[src/rtl/sipo_deserializer_pkg.sv]
// Shared types and constants for the SIPO deserializer.
// Optional parity bit per frame is enabled by defining SIPO_PARITY_EN.
package sipo_pkg;

  typedef enum logic {
    IDLE  = 1'b0,
    SHIFT = 1'b1
  } state_t;

  localparam int unsigned SIPO_DEFAULT_WIDTH = 3;

`ifdef SIPO_PARITY_EN
  localparam int unsigned SIPO_PAR_BITS = 1;
`else
  localparam int unsigned SIPO_PAR_BITS = 0;
`endif

  // Serial bits per frame: data bits plus the optional trailing parity bit.
  function automatic int unsigned sipo_frame_len(input int unsigned width);
    return width + SIPO_PAR_BITS;
  endfunction

endpackage

[src/rtl/sipo_deserializer_if.sv]
// Serial link input plus valid/ready parallel output of the SIPO deserializer.
// master: upstream link and downstream consumer side; slave: the deserializer.
interface sipo_deserializer_if #(
  parameter int unsigned WIDTH = 3
);
  logic             si;
  logic             sen;
  logic             sof;
  logic [WIDTH-1:0] q;
  logic             q_valid;
  logic             q_ready;
  logic             overrun;
  logic             perr;

  modport master (
    output si, sen, sof, q_ready,
    input  q, q_valid, overrun, perr
  );

  modport slave (
    input  si, sen, sof, q_ready,
    output q, q_valid, overrun, perr
  );
endinterface

[src/rtl/sipo_shift_core.sv]
// Shift register and bit counter for one serial frame, MSB first.
// 'done' flags the edge that captures the final bit; 'word' is the data part
// of the frame as it will be after that edge. With SIPO_PARITY_EN the frame
// carries a trailing parity bit and 'parity_bad' reports odd overall parity.
module sipo_shift_core
  import sipo_pkg::*;
#(
  parameter int unsigned WIDTH = SIPO_DEFAULT_WIDTH
) (
  input  logic             clk,
  input  logic             clrn,
  input  logic             load,
  input  logic             shift,
  input  logic             si,
`ifdef SIPO_PARITY_EN
  output logic             parity_bad,
`endif
  output logic             done,
  output logic [WIDTH-1:0] word
);

  localparam int unsigned FRAME = sipo_frame_len(WIDTH);
  localparam int unsigned SRW   = FRAME - 1;
  localparam int unsigned CNT_W = $clog2(WIDTH + 2);

  // Only FRAME-1 bits are ever stored: the last bit is consumed straight from
  // the combined value on the completing edge.
  logic [SRW-1:0]   sr;
  logic [FRAME-1:0] sr_next;
  logic [CNT_W-1:0] cnt;
  logic             last;

  assign sr_next = {sr, si};
  assign last    = (cnt == CNT_W'(FRAME - 1));
  assign done    = shift && last;
  assign word    = sr_next[FRAME-1 -: WIDTH];
`ifdef SIPO_PARITY_EN
  assign parity_bad = ^sr_next;
`endif

  // Start-of-frame reloads the register; strobes shift bits in at the LSB.
  always_ff @(posedge clk or negedge clrn) begin
    if (!clrn) begin
      sr  <= '0;
      cnt <= '0;
    end else if (load) begin
      sr  <= SRW'(si);
      cnt <= CNT_W'(1);
    end else if (shift) begin
      sr  <= sr_next[SRW-1:0];
      cnt <= last ? '0 : cnt + CNT_W'(1);
    end
  end

endmodule

[src/rtl/sipo_deserializer.sv]
// Serial-in/parallel-out deserializer with a valid/ready output register.
// Define SIPO_PARITY_EN to expect a trailing even-parity bit per frame.
module sipo_deserializer
  import sipo_pkg::*;
#(
  parameter int unsigned WIDTH = SIPO_DEFAULT_WIDTH
) (
  input  logic                clk,
  input  logic                clrn,
  sipo_deserializer_if.slave  bus
);

  state_t           state_q, state_d;
  logic             load, shift, done, free;
  logic [WIDTH-1:0] word;
  logic [WIDTH-1:0] q_r;
  logic             q_valid_r, overrun_r;

  // A start-of-frame strobe is accepted in any state, which gives restart in SHIFT.
  assign load  = bus.sen && bus.sof;
  assign shift = bus.sen && !bus.sof && (state_q == SHIFT);
  assign free  = !q_valid_r || bus.q_ready;

`ifdef SIPO_PARITY_EN
  logic parity_bad, perr_r;

  sipo_shift_core #(.WIDTH(WIDTH)) u_core (
    .clk        (clk),
    .clrn       (clrn),
    .load       (load),
    .shift      (shift),
    .si         (bus.si),
    .parity_bad (parity_bad),
    .done       (done),
    .word       (word)
  );

  // Parity status travels with the word it belongs to.
  always_ff @(posedge clk or negedge clrn) begin
    if (!clrn) begin
      perr_r <= 1'b0;
    end else if (done && free) begin
      perr_r <= parity_bad;
    end
  end

  assign bus.perr = perr_r;
`else
  sipo_shift_core #(.WIDTH(WIDTH)) u_core (
    .clk   (clk),
    .clrn  (clrn),
    .load  (load),
    .shift (shift),
    .si    (bus.si),
    .done  (done),
    .word  (word)
  );

  assign bus.perr = 1'b0;
`endif

  // FSM state register.
  always_ff @(posedge clk or negedge clrn) begin
    if (!clrn) begin
      state_q <= IDLE;
    end else begin
      state_q <= state_d;
    end
  end

  // FSM next state: enter SHIFT on start-of-frame, return on frame completion.
  always_comb begin
    state_d = state_q;
    case (state_q)
      IDLE:  if (load) state_d = SHIFT;
      SHIFT: if (done) state_d = IDLE;
    endcase
  end

  // Output register: take a completed word when free, else drop and flag overrun.
  always_ff @(posedge clk or negedge clrn) begin
    if (!clrn) begin
      q_r       <= '0;
      q_valid_r <= 1'b0;
      overrun_r <= 1'b0;
    end else begin
      overrun_r <= done && !free;
      if (done && free) begin
        q_r       <= word;
        q_valid_r <= 1'b1;
      end else if (q_valid_r && bus.q_ready) begin
        q_valid_r <= 1'b0;
      end
    end
  end

  assign bus.q       = q_r;
  assign bus.q_valid = q_valid_r;
  assign bus.overrun = overrun_r;

endmodule

[src/flat_wrapper.sv]
// flat-port wrapper written by rule: the top's interface ports become plain ports
module sipo_deserializer_flat import sipo_pkg::*;
#(
  parameter int unsigned WIDTH = SIPO_DEFAULT_WIDTH
)
  (clk, clrn, bus_si, bus_sen, bus_sof, bus_q_ready, bus_q, bus_q_valid, bus_overrun, bus_perr);
  sipo_deserializer_if #(.WIDTH(WIDTH)) bus_i ();
  input  logic clk;
  input  logic clrn;
  input wire logic [$bits(bus_i.si)-1:0] bus_si;
  input wire logic [$bits(bus_i.sen)-1:0] bus_sen;
  input wire logic [$bits(bus_i.sof)-1:0] bus_sof;
  input wire logic [$bits(bus_i.q_ready)-1:0] bus_q_ready;
  output wire logic [$bits(bus_i.q)-1:0] bus_q;
  output wire logic [$bits(bus_i.q_valid)-1:0] bus_q_valid;
  output wire logic [$bits(bus_i.overrun)-1:0] bus_overrun;
  output wire logic [$bits(bus_i.perr)-1:0] bus_perr;
  assign bus_i.si = bus_si;
  assign bus_i.sen = bus_sen;
  assign bus_i.sof = bus_sof;
  assign bus_i.q_ready = bus_q_ready;
  assign bus_q = bus_i.q;
  assign bus_q_valid = bus_i.q_valid;
  assign bus_overrun = bus_i.overrun;
  assign bus_perr = bus_i.perr;
  sipo_deserializer #(.WIDTH(WIDTH)) u_core (.clk(clk), .clrn(clrn), .bus(bus_i));
endmodule
[config.mk]
export PLATFORM = sky130hd
export DESIGN_NAME = sipo_deserializer_flat
export DESIGN_NICKNAME = d
export VERILOG_FILES = /design/src/rtl/sipo_deserializer_pkg.sv /design/src/rtl/sipo_deserializer_if.sv /design/src/rtl/sipo_shift_core.sv /design/src/rtl/sipo_deserializer.sv /design/src/flat_wrapper.sv
export SDC_FILE = /design/constraint.sdc
export NUM_CORES = 1
export LEC_CHECK = 0
export BUFFER_PORTS_ARGS = -buffer_cell sky130_fd_sc_hd__buf_2
export CORE_AREA = 4 4 41 43
export CTS_CLUSTER_SIZE = 16
export DETAILED_ROUTE_END_ITERATION = 8
export DIE_AREA = 0 0 45 47
export HOLD_SLACK_MARGIN = 0.08
export PLACE_DENSITY = 0.74
export SYNTH_ARGS = -nofsm -noshare
export SYNTH_HDL_FRONTEND = slang
export SYNTH_SLANG_ARGS = --single-unit
export TNS_END_PERCENT = 50
[constraint.sdc]
create_clock -name clk -period 1.33 [get_ports clk]
set_clock_uncertainty 0.05 [all_clocks]
set_input_delay 0 -clock clk [delete_from_list [all_inputs] [get_ports clk]]
set_output_delay 0 -clock clk [all_outputs]
set_load 0.02 [all_outputs]
==> metrics.sh, run 1 <==
IR_WORST_VDD_mV=0.8732
POST-ROUTE-PERIOD-UTIL_PCT=102.6
NUMBER_OF_NETS_AT_THE_END_OF_THE_FLOW=77
CRITICAL_PATH.MAX_FANOUT=3
YOSYSSEQAREASHARE_PCT=52.01
SYN_NETS=53
CRITICAL-PATH-TOP-DELAY-FAMILY='simple AND/OR/NAND/NOR gates'
ROUTED_WL_UM=1106
GRT.TOTAL_USAGE_PCT=13.68
PATH_CELLS='nor4b_4 -> nand4_2 -> mux2_1'
DETAIL_ROUTE.VIAS_PER_CELL=4.988
AREA_GROWTH_SYN_TO_LAYOUT_PCT=34.99
SETUP-VIOLATIONS-FINAL=3
SHARE_OF_CELLS_ABOVE_DRIVE_STRENGTH_1_PCT=35.71
P_PER_AREA_nW_PER_UM2=1578
SYNTH-EDFF-COUNT=0
HOLD_VIOLATIONS=0
SYNTH.CELL_AREA_UM2=529.3
FINAL_ANTENNA_VIOLATING_NET_COUNT=0
FIRST_ITER_VIOLATIONS=11
FIN_UTIL_PCT=54.90
CLOCK_TREE.HTREE_LEVEL_COUNT=1
CORE-AREA_UM2=1301
WORST-PATH-STAGES=3
DESIGN.DIE.AREA_UM2=2115
CRITICAL_PATH.REG2REG.ENDPOINT='u_core.bus.q[2]$_DFFE_PN0P_'
WORSTPATHARRIVAL_NS=1.48
FILL_CELL_COUNT=128
WORST-SETUP-PATH-TYPE='register to register'
MAXIMUM_CLOCK_PATH_BUFFER_COUNT=2
FIRST_PASS_GRT_WIRE_LENGTH_UM=1938
WORSTSKEWPAIRLATENCY_NS=0.27
FAILED_CHECKS='setup timing'
FIRSTDRTPASSITERS=4
VIAS_IN_THE_FIRST_GLOBAL_ROUTE=430
MAXCAPVIOLATIONS=0
WIDTH_OF_THE_DIE_UM=45
TRITONCTS='built'
STATIC_LEAKAGE_uW=0.0003537
SYNTH.LIB_CELLS_USED.DISTINCT=24
FLOORPLAN.INITIALDENSITY_PCT=40.67
CTS-BUFFERS-INSERTED=3
DIE_HEIGHT_UM=47
SYNTH-ASYNC-RESET-RATIO_PCT=100.0
NUM_VIAS=424
CRITICAL_PATH.ENDPOINT='u_core.bus.q[2]$_DFFE_PN0P_'
PLACE_CONGESTION=0.7491
SYNTH_FLOP_CELL='dfrtp_1'
MAXIMUM_NUMBER_OF_PINS_ON_ONE_NET_BEFORE_GLOBAL_ROUTE_REPAIR=13
SYNTH-SEQ-CELLS=11
R2R-START='u_core.u_core.cnt[2]$_DFFE_PN0P_'
REG2REG_SETUP_SLACK_NS=-0.04
TIMING.FINAL.MAX_SLEW_VIOLATIONS=0
NETLIST_INSTANCES=47
FINALPOWER_uW=1128
ANTENNA_VIOLATIONS_BEFORE_REPAIR=0
OUTCOME='finished, violations left'
WORST_HOLD_PATH_TYPE='primary input to register'
DRC=0
REG2REG_DEPTH=3
REQUIRED_TIME_AT_THE_WORST_SLACK_ENDPOINT_NS=1.44
CPPEAKSTAGEDELAY_NS=0.42
PIN_COUNT=12
PORT_BUFFERS=10
CTS_SINKS=11
ROWS=13
WORST_PATH_MAX_DELAY_CELL='dfrtp_1'
SETUP_SLACK_NS=-0.03501
MAX_CLOCK_FREQ_MHz=732.6
CLKTRANSATPATHREGS_NS=0.08
NUM_ANTENNA_CELLS=0
CRITICAL_PATH_BUF_INV_COUNT=0
YOSYS_WARNINGS=0
END_KIND='register'
CRITICAL_PATH.STARTPOINT='u_core.u_core.cnt[2]$_DFFE_PN0P_'
FIN_CRIT_PERIOD_NS=1.365
LIBRARY_CELL_USED_AS_CLOCK_ROOT_BUFFER='clkbuf_4'
GRT_SETUP_UNREPAIRED='true'
HOLDWS_NS=0.1164
POST_DP_HPWL_UM=707.7
WL_PER_CELL_UM=13.01
STARTPOINT_CLASS='register'
GRT_OVERFLOW_TOTAL=0
AVGSYNTHCELLAREA_UM2=11.26
## flip-flops by register name, indices dropped and copies added, names as in the netlist
register	count
u_core.u_core.cnt	3
u_core.bus.q_valid	1
u_core.bus.overrun	1
u_core.state_q	1
u_core.u_core.sr	2
u_core.bus.q	3
## per-stage QoR
| stage | TNS [ns] | std cells | instance area [µm²] | setup WS (ns) |
|---|---|---|---|---|
| after floorplan | -0.1260 | 47 | 529.3 | -0.04199 |
| after global placement | -0.07344 | 74 | 618.1 | -0.02556 |
| after detailed placement | -0.1708 | 74 | 618.1 | -0.06384 |
| after CTS | -0.1369 | 84 | 705.7 | -0.05193 |
| after global routing | -0.2909 | 85 | 714.4 | -0.1005 |
| final | -0.08797 | 85 | 714.4 | -0.03501 |
## report_power, final
group	leakage (µW)	total, µW	internal, µW	switching (µW)
registers	0.000138	499	424	74.6
logic	0.000198	390	199	191
clock network	0.0000177	238	111	127
## synth_stat cells, drive strengths merged, types with 2 or more instances
master / instances / area (µm²)
nor2b: 2 / 12.51
nand2: 2 / 7.510
inv: 4 / 15.01
dfrtp: 11 / 275.3
nand2b: 2 / 12.51
o21ai: 3 / 15.01
mux2: 4 / 45.04
nand3: 3 / 15.01
buf: 3 / 17.52
## what timing repair did
item	CTS	global route
pin swaps	1	1
resized for setup	0	1
setup endpoints to repair	3	5
buffers inserted	0	1
hold buffers	6	0
hold endpoints to repair	19	0
## worst min path at each step
stage / start / end / slack (ns) / cells past startpoint
after CTS: bus_sof / u_core.bus.q[1]$_DFFE_PN0P_ / 0.10 / 4
after global placement: clrn / u_core.u_core.sr[0]$_DFFE_PN0P_ / -0.17 / 1
after detailed placement: clrn / u_core.u_core.cnt[2]$_DFFE_PN0P_ / -0.17 / 1
after floorplan: clrn / u_core.bus.overrun$_DFF_PN0_ / -0.35 / 0
final: bus_sof / u_core.bus.q[0]$_DFFE_PN0P_ / 0.12 / 4
after global routing: bus_sof / u_core.bus.q[1]$_DFFE_PN0P_ / 0.11 / 4
## cell type report
type                    count  area (µm²)  share of cell area (%)
multi-input cells          29       221.5                   31.00
flip-flops and latches     11       276.5                   38.70
repair buffers             22       155.1                   21.72
well taps                  15       18.77                   2.627
clock inverters             1       5.005                  0.7005
inverters                   4       15.01                   2.102
clock buffers               3       22.52                   3.152
## cells in the final DEF, fill, tap and decap left out, drive strengths merged
| cell | count |
|---|---|
| buf | 16 |
| dfrtp | 11 |
| dlygate4sd3 | 6 |
| inv | 4 |
| mux2 | 4 |
| nand3 | 3 |
| o21ai | 3 |
| clkbuf | 3 |
| nand2b | 2 |
| nor2b | 2 |
| nand2 | 2 |
| nor4b | 1 |
| nor2 | 1 |
| a21oi | 1 |
| a31oi | 1 |
| nand4 | 1 |
| mux2i | 1 |
| o22ai | 1 |
| nor4 | 1 |
| a311o | 1 |
| o2bb2ai | 1 |
| a31o | 1 |
| a22o | 1 |
| conb | 1 |
| clkinv | 1 |
## layer usage
| metal | vias up | GRT usage, % | part of all wire [%] |
|---|---|---|---|
| li1 | 213 | - | - |
| met1 | 195 | 16.51 | 45 |
| met2 | 16 | 20.06 | 47 |
| met3 | 0 | 5.747 | 7.1 |
| met4 | 0 | 8.772 | 0 |
| met5 | - | 0 | 0 |
## cell families after synthesis
logic type | after synthesis | share of synthesized area, %
AND/OR/NAND/NOR | 13 | 17.73
flip-flops | 11 | 52.01
AO/OA/AOI/OAI | 10 | 13.00
buffers and inverters | 7 | 6.146
multiplexers | 5 | 10.40
other | 1 | 0.7085
## worst reg2reg max path: stages (launching register included)
cell and delay [ns]:
dfrtp_1 0.42, nor4b_4 0.29, nand4_2 0.16, mux2_1 0.34
Power figures use the tool's default switching activity.
==> run 2, diff against run 1 <==
BUFFER_PORTS_ARGS = -buffer_cell sky130_fd_sc_hd__buf_4   (was -buffer_cell sky130_fd_sc_hd__buf_2)
PLACE_DENSITY = 0.72   (was 0.74)
SETUP_SLACK_MARGIN = 0.05   (was default)
clock period = 1.68 ns   (was 1.33 ns; I/O delays follow)
==> metrics.sh, run 2 (synthesized netlist as in run 1, its figures left out) <==
OUTCOME='complete, no violations'
SETUP-TNS-FINAL_NS=0
PLACE_CONGESTION=0.6986
NUM_ANTENNA_CELLS=0
CRITICAL_PATH_BUF_INV_COUNT=2
FIRST_PASS_GRT_WIRE_LENGTH_UM=1676
WORST_PATH_MAX_DELAY_CELL='dlygate4sd3_1'
DIE_HEIGHT_UM=47
WORSTPATHARRIVAL_NS=1.56
WORSTHOLDSTART='u_core.bus.q[2]$_DFFE_PN0P_'
CORE-AREA_UM2=1301
MAXCAPVIOLATIONS=0
CRITICAL_PATH.MAX_FANOUT=7
WORST-SETUP-PATH-TYPE='primary input to register'
PORT_BUFFERS=10
CLOCK_TREE.HTREE_LEVEL_COUNT=1
CTS_SINKS=11
HOLD_VIOLATIONS=0
DETAIL_ROUTE.VIAS_PER_CELL=5.063
NUMBER_OF_NETS_AT_THE_END_OF_THE_FLOW=71
PATH_CELLS='dlygate4sd3_1 -> buf_4 -> nor4b_4 -> nand4_2 -> mux2_1'
TRITONCTS='built'
FLOORPLAN.INITIALDENSITY_PCT=40.67
MAX_CLOCK_FREQ_MHz=681.5
REQUIRED_TIME_AT_THE_WORST_SLACK_ENDPOINT_NS=1.78
IR_WORST_VDD_mV=0.6790
R2R-START='u_core.u_core.cnt[2]$_DFFE_PN0P_'
LIBRARY_CELL_USED_AS_CLOCK_ROOT_BUFFER='clkbuf_4'
FIRSTDRTPASSITERS=3
REG2REG_DEPTH=3
TIMING.FINAL.MAX_SLEW_VIOLATIONS=0
MAXIMUM_NUMBER_OF_PINS_ON_ONE_NET_BEFORE_GLOBAL_ROUTE_REPAIR=13
SHARE_OF_CELLS_ABOVE_DRIVE_STRENGTH_1_PCT=26.56
MAXIMUM_CLOCK_PATH_BUFFER_COUNT=2
FINAL_ANTENNA_VIOLATING_NET_COUNT=0
DESIGN.DIE.AREA_UM2=2115
WIDTH_OF_THE_DIE_UM=45
LAYOUT.CELL_AREA.NON_FILLER_UM2=691.9
WL_PER_CELL_UM=12.39
GRT_SETUP_UNREPAIRED='false'
CLKTRANSATPATHREGS_NS=0.06
AREA_GROWTH_SYN_TO_LAYOUT_PCT=30.73
P_PER_AREA_nW_PER_UM2=1237
REG2REG_SETUP_SLACK_NS=0.22
FINALPOWER_uW=856.1
CTS.REPAIR.RESIZED=0
PIN_COUNT=12
WORSTHOLDENDPOINT='u_core.bus.q[2]$_DFFE_PN0P_'
CRITICAL_PATH.REG2REG.ENDPOINT='u_core.bus.q[0]$_DFFE_PN0P_'
ROUTED_WL_UM=979
FIRST_ITER_VIOLATIONS=4
STATIC_LEAKAGE_uW=0.0003257
COMMONEST_NON_FILL_NON_TAP_CELLS_IN_THE_LAYOUT='dfrtp_1, buf_4, dlygate4sd3_1'
VIAS_IN_THE_FIRST_GLOBAL_ROUTE=379
DRC=0
WORST_HOLD_PATH_TYPE='register to register'
MOST_COMMON_CELL_AFTER_LAYOUT_FILL_AND_TAPS_ASIDE='dfrtp_1'
CTS-BUFFERS-INSERTED=3
WORSTSKEWPAIRLATENCY_NS=0.27
FIN_CRIT_PERIOD_NS=1.467
ROWS=13
MIN_PATH_CELLS=1
CRITICAL-PATH-TOP-DELAY-FAMILY='buffers and inverters'
CPPEAKSTAGEDELAY_NS=0.53
DETAILED_PLACE.AREA_UM2=605.6
STARTPOINT_CLASS='primary input'
SETUP-VIOLATIONS-FINAL=0
CRITICAL_PATH.STARTPOINT='bus_sof'
GRT_OVERFLOW_TOTAL=0
NUM_VIAS=400
ANTENNA_VIOLATIONS_BEFORE_REPAIR=0
GRT.TOTAL_USAGE_PCT=11.77
FILL_CELL_COUNT=121
POST-ROUTE-PERIOD-UTIL_PCT=87.34
END_KIND='register'
POST_DP_HPWL_UM=688.9
==> run 2: cell count changes in the layout (fill, tap and decap cells not counted) <==
cell	previous run	this run
dfrtp_2	1	0
clkbuf_1	0	1
buf_2	10	0
dfrtp_1	10	11
clkinv_2	1	0
buf_4	6	10
==> run 2: worst max path at each step <==
stage | end | slack, ns | depth (start not counted)
after floorplan | u_core.bus.q[0]$_DFFE_PN0P_ | 0.31 | 3
after global placement | u_core.bus.q[1]$_DFFE_PN0P_ | 0.25 | 3
after detailed placement | u_core.bus.q[0]$_DFFE_PN0P_ | 0.21 | 3
after CTS | u_core.bus.q[0]$_DFFE_PN0P_ | 0.20 | 3
after global routing | u_core.bus.q[1]$_DFFE_PN0P_ | 0.14 | 3
final | u_core.bus.q[0]$_DFFE_PN0P_ | 0.21 | 5
==> run 2: what timing repair did <==
action | CTS | global route
endpoints found under the hold margin | 20 | 0
hold buffers | 6 | 0
setup buffers | 0 | 0
==> run 2: power by group <==
part	switching [µW]	internal (µW)
combinational	125	143
sequential	75.4	335
clock	85.9	92.0
==> run 2: cell type report <==
cell class	count	area [µm²]	area share, %
Inverter	4	15.01	2.170
Sequential cell	11	275.3	39.78
Clock buffer	4	26.28	3.797
Multi-Input combinational cell	29	221.5	32.01
Timing Repair Buffer	16	135.1	19.53
Tap cell	15	18.77	2.712
==> run 2: per-stage QoR <==
step	cells	setup WS, ns	hold WS [ns]	util (%)
final	79	0.2127	0.4434	53.17
after CTS	79	0.2024	0.4483	53.17
after detailed placement	69	0.2107	-0.2065	46.54
after floorplan	47	0.3080	-0.3456	-
after global routing	79	0.1379	0.4686	53.17
after global placement	69	0.2491	-0.2089	46.54
==> run 2: routing by layer <==
metal	share of wire (%)	global-route usage [%]
met5	0	0
met4	3.0	8.772
met3	8.4	4.598
met2	44	16.95
met1	44	14.18
==> run 3, diff against run 2 <==
==> constraint.sdc (replaced) <==
create_clock -name clk -period 1.8 [get_ports clk]
set_clock_uncertainty 0.05 [all_clocks]
set_input_delay 0.18 -clock clk [delete_from_list [all_inputs] [get_ports clk]]
set_output_delay 0.18 -clock clk [all_outputs]
set_load 0.02 [all_outputs]
==> metrics.sh, run 3 (synthesized netlist as in run 1, its figures left out) <==
PATH_CELLS='nor4b_4 -> nand4_2 -> mux2_1'
MAXIMUM_NUMBER_OF_PINS_ON_ONE_NET_BEFORE_GLOBAL_ROUTE_REPAIR=13
CLKTRANSATPATHREGS_NS=0.06
COMMONEST_NON_FILL_NON_TAP_CELLS_IN_THE_LAYOUT='dfrtp_1, buf_4, inv_1'
FIRST_ITER_VIOLATIONS=4
MOST_COMMON_CELL_AFTER_LAYOUT_FILL_AND_TAPS_ASIDE='dfrtp_1'
CTS_SINKS=11
WORSTHOLDSTART='bus_si'
SHARE_OF_CELLS_ABOVE_DRIVE_STRENGTH_1_PCT=28.81
IR_WORST_VDD_mV=0.6296
POST_DP_HPWL_UM=688.9
PLACED_CELL_COUNT=69
ROUTED_WL_UM=949
STATIC_LEAKAGE_uW=0.0003048
REG2REG_DEPTH=3
TIMING.FINAL.MAX_SLEW_VIOLATIONS=0
CTS.REPAIR.RESIZED=0
WL_PER_CELL_UM=12.82
ANTENNA_VIOLATIONS_BEFORE_REPAIR=0
POSTCTSHOLDBUFS=1
REG2REG_SETUP_SLACK_NS=0.33
SETUP-TNS-FINAL_NS=0
MIN_PATH_CELLS=2
SETUP-VIOLATIONS-FINAL=0
PIN_COUNT=12
GRT_OVERFLOW_TOTAL=0
DESIGN.DIE.AREA_UM2=2115
DRC=0
REQUIRED_TIME_AT_THE_WORST_SLACK_ENDPOINT_NS=1.90
HOLDWS_NS=0.09618
FIN_CRIT_PERIOD_NS=1.465
STARTPOINT_CLASS='register'
DETAIL_ROUTE.VIAS_PER_CELL=5.189
TRITONCTS='built'
NUM_VIAS=384
CORE-AREA_UM2=1301
FINALNONFILLERCELLS=74
NUM_ANTENNA_CELLS=0
MAXIMUM_CLOCK_PATH_BUFFER_COUNT=2
DIE_HEIGHT_UM=47
PORT_BUFFERS=10
CRITICAL_PATH.MAX_FANOUT=5
WORST-SETUP-PATH-TYPE='register to register'
PLACE_CONGESTION=0.6986
FIRST_PASS_GRT_WIRE_LENGTH_UM=1642
MAXCAPVIOLATIONS=0
GRT.TOTAL_USAGE_PCT=11.53
GRT_SETUP_UNREPAIRED='false'
WIDTH_OF_THE_DIE_UM=45
FIRSTDRTPASSITERS=2
CPPEAKSTAGEDELAY_NS=0.43
VIAS_IN_THE_FIRST_GLOBAL_ROUTE=372
POST_CTS_SETUP_BUFFER_COUNT=0
WORSTHOLDENDPOINT='u_core.bus.q[0]$_DFFE_PN0P_'
WORSTPATHARRIVAL_NS=1.56
CLOCK_TREE.HTREE_LEVEL_COUNT=1
OUTCOME='complete, no violations'
CRITICAL_PATH.REG2REG.ENDPOINT='u_core.bus.q[0]$_DFFE_PN0P_'
END_KIND='register'
HOLD_VIOLATIONS=0
WORST_HOLD_PATH_TYPE='primary input to register'
CTS-BUFFERS-INSERTED=3
NUMBER_OF_NETS_AT_THE_END_OF_THE_FLOW=66
FLOORPLAN.INITIALDENSITY_PCT=40.67
FINAL_ANTENNA_VIOLATING_NET_COUNT=0
AREA_GROWTH_SYN_TO_LAYOUT_PCT=21.28
WORST_PATH_MAX_DELAY_CELL='dfrtp_1'
MAX_CLOCK_FREQ_MHz=682.4
R2R-START='u_core.u_core.cnt[2]$_DFFE_PN0P_'
WORSTSKEWPAIRLATENCY_NS=0.27
POST-ROUTE-PERIOD-UTIL_PCT=81.41
ROWS=13
LIBRARY_CELL_USED_AS_CLOCK_ROOT_BUFFER='clkbuf_4'
P_PER_AREA_nW_PER_UM2=1231
run 3: cell types whose count changed in the layout (fill, tap and decap cells not counted):
cell,previous run,this run
dlygate4sd3_1,6,1
run 3: worst max path at each step:
stage	endpoint	start	cells past startpoint	slack [ns]
floorplan	u_core.bus.q[0]$_DFFE_PN0P_	u_core.u_core.cnt[2]$_DFFE_PN0P_	3	0.43
global placement	u_core.bus.q[1]$_DFFE_PN0P_	u_core.u_core.cnt[2]$_DFFE_PN0P_	3	0.37
detailed placement	u_core.bus.q[0]$_DFFE_PN0P_	u_core.u_core.cnt[2]$_DFFE_PN0P_	3	0.33
CTS	u_core.bus.q[0]$_DFFE_PN0P_	u_core.u_core.cnt[2]$_DFFE_PN0P_	3	0.32
global route	u_core.bus.q[1]$_DFFE_PN0P_	u_core.u_core.cnt[2]$_DFFE_PN0P_	3	0.26
finish	u_core.bus.q[0]$_DFFE_PN0P_	u_core.u_core.cnt[2]$_DFFE_PN0P_	3	0.33
run 3: report_power, final:
part	leakage [µW]	internal, µW	switching (µW)	total, µW
clock	0.0000150	85.8	80.4	166
sequential	0.000139	313	70.0	383
combinational	0.000151	126	115	241
total	0.000305	525	265	790
run 3: layer usage:
metal	up-vias	part of all wire [%]	routed length [µm]	global-route usage, %
met5	-	0	0	0
met4	0	3.2	30	8.772
met3	5	9.4	89	4.981
met2	13	43	412	16.67
met1	176	44	416	13.48
li1	190	-	-	-
run 3: worst max-delay path: cells and delay by family (launching register included):
family / cells / cell delay (ns)
multiplexers: 1 / 0.35
AND/OR/NAND/NOR: 2 / 0.52
flip-flops: 1 / 0.43
run 3: metrics by stage:
stage	area, µm²	utilization [%]	setup slack [ns]	total power [µW]
6_report	641.9	49.33	0.3347	790.1
5_1_grt	641.9	49.33	0.2579	852.5
4_1_cts	641.9	49.33	0.3224	801.6
3_5_place_dp	605.6	46.54	0.3307	630.2
3_3_place_gp	605.6	46.54	0.3691	622.6
2_1_floorplan	529.3	-	0.4280	540.1
run 3: area by class of cell:
cell class	instances	area (µm²)
flip-flops and latches	11	275.3
inverters	4	15.01
fillers	130	659.4
well taps	15	18.77
multi-input cells	29	221.5
repair buffers	11	85.08
clock buffers	4	26.28
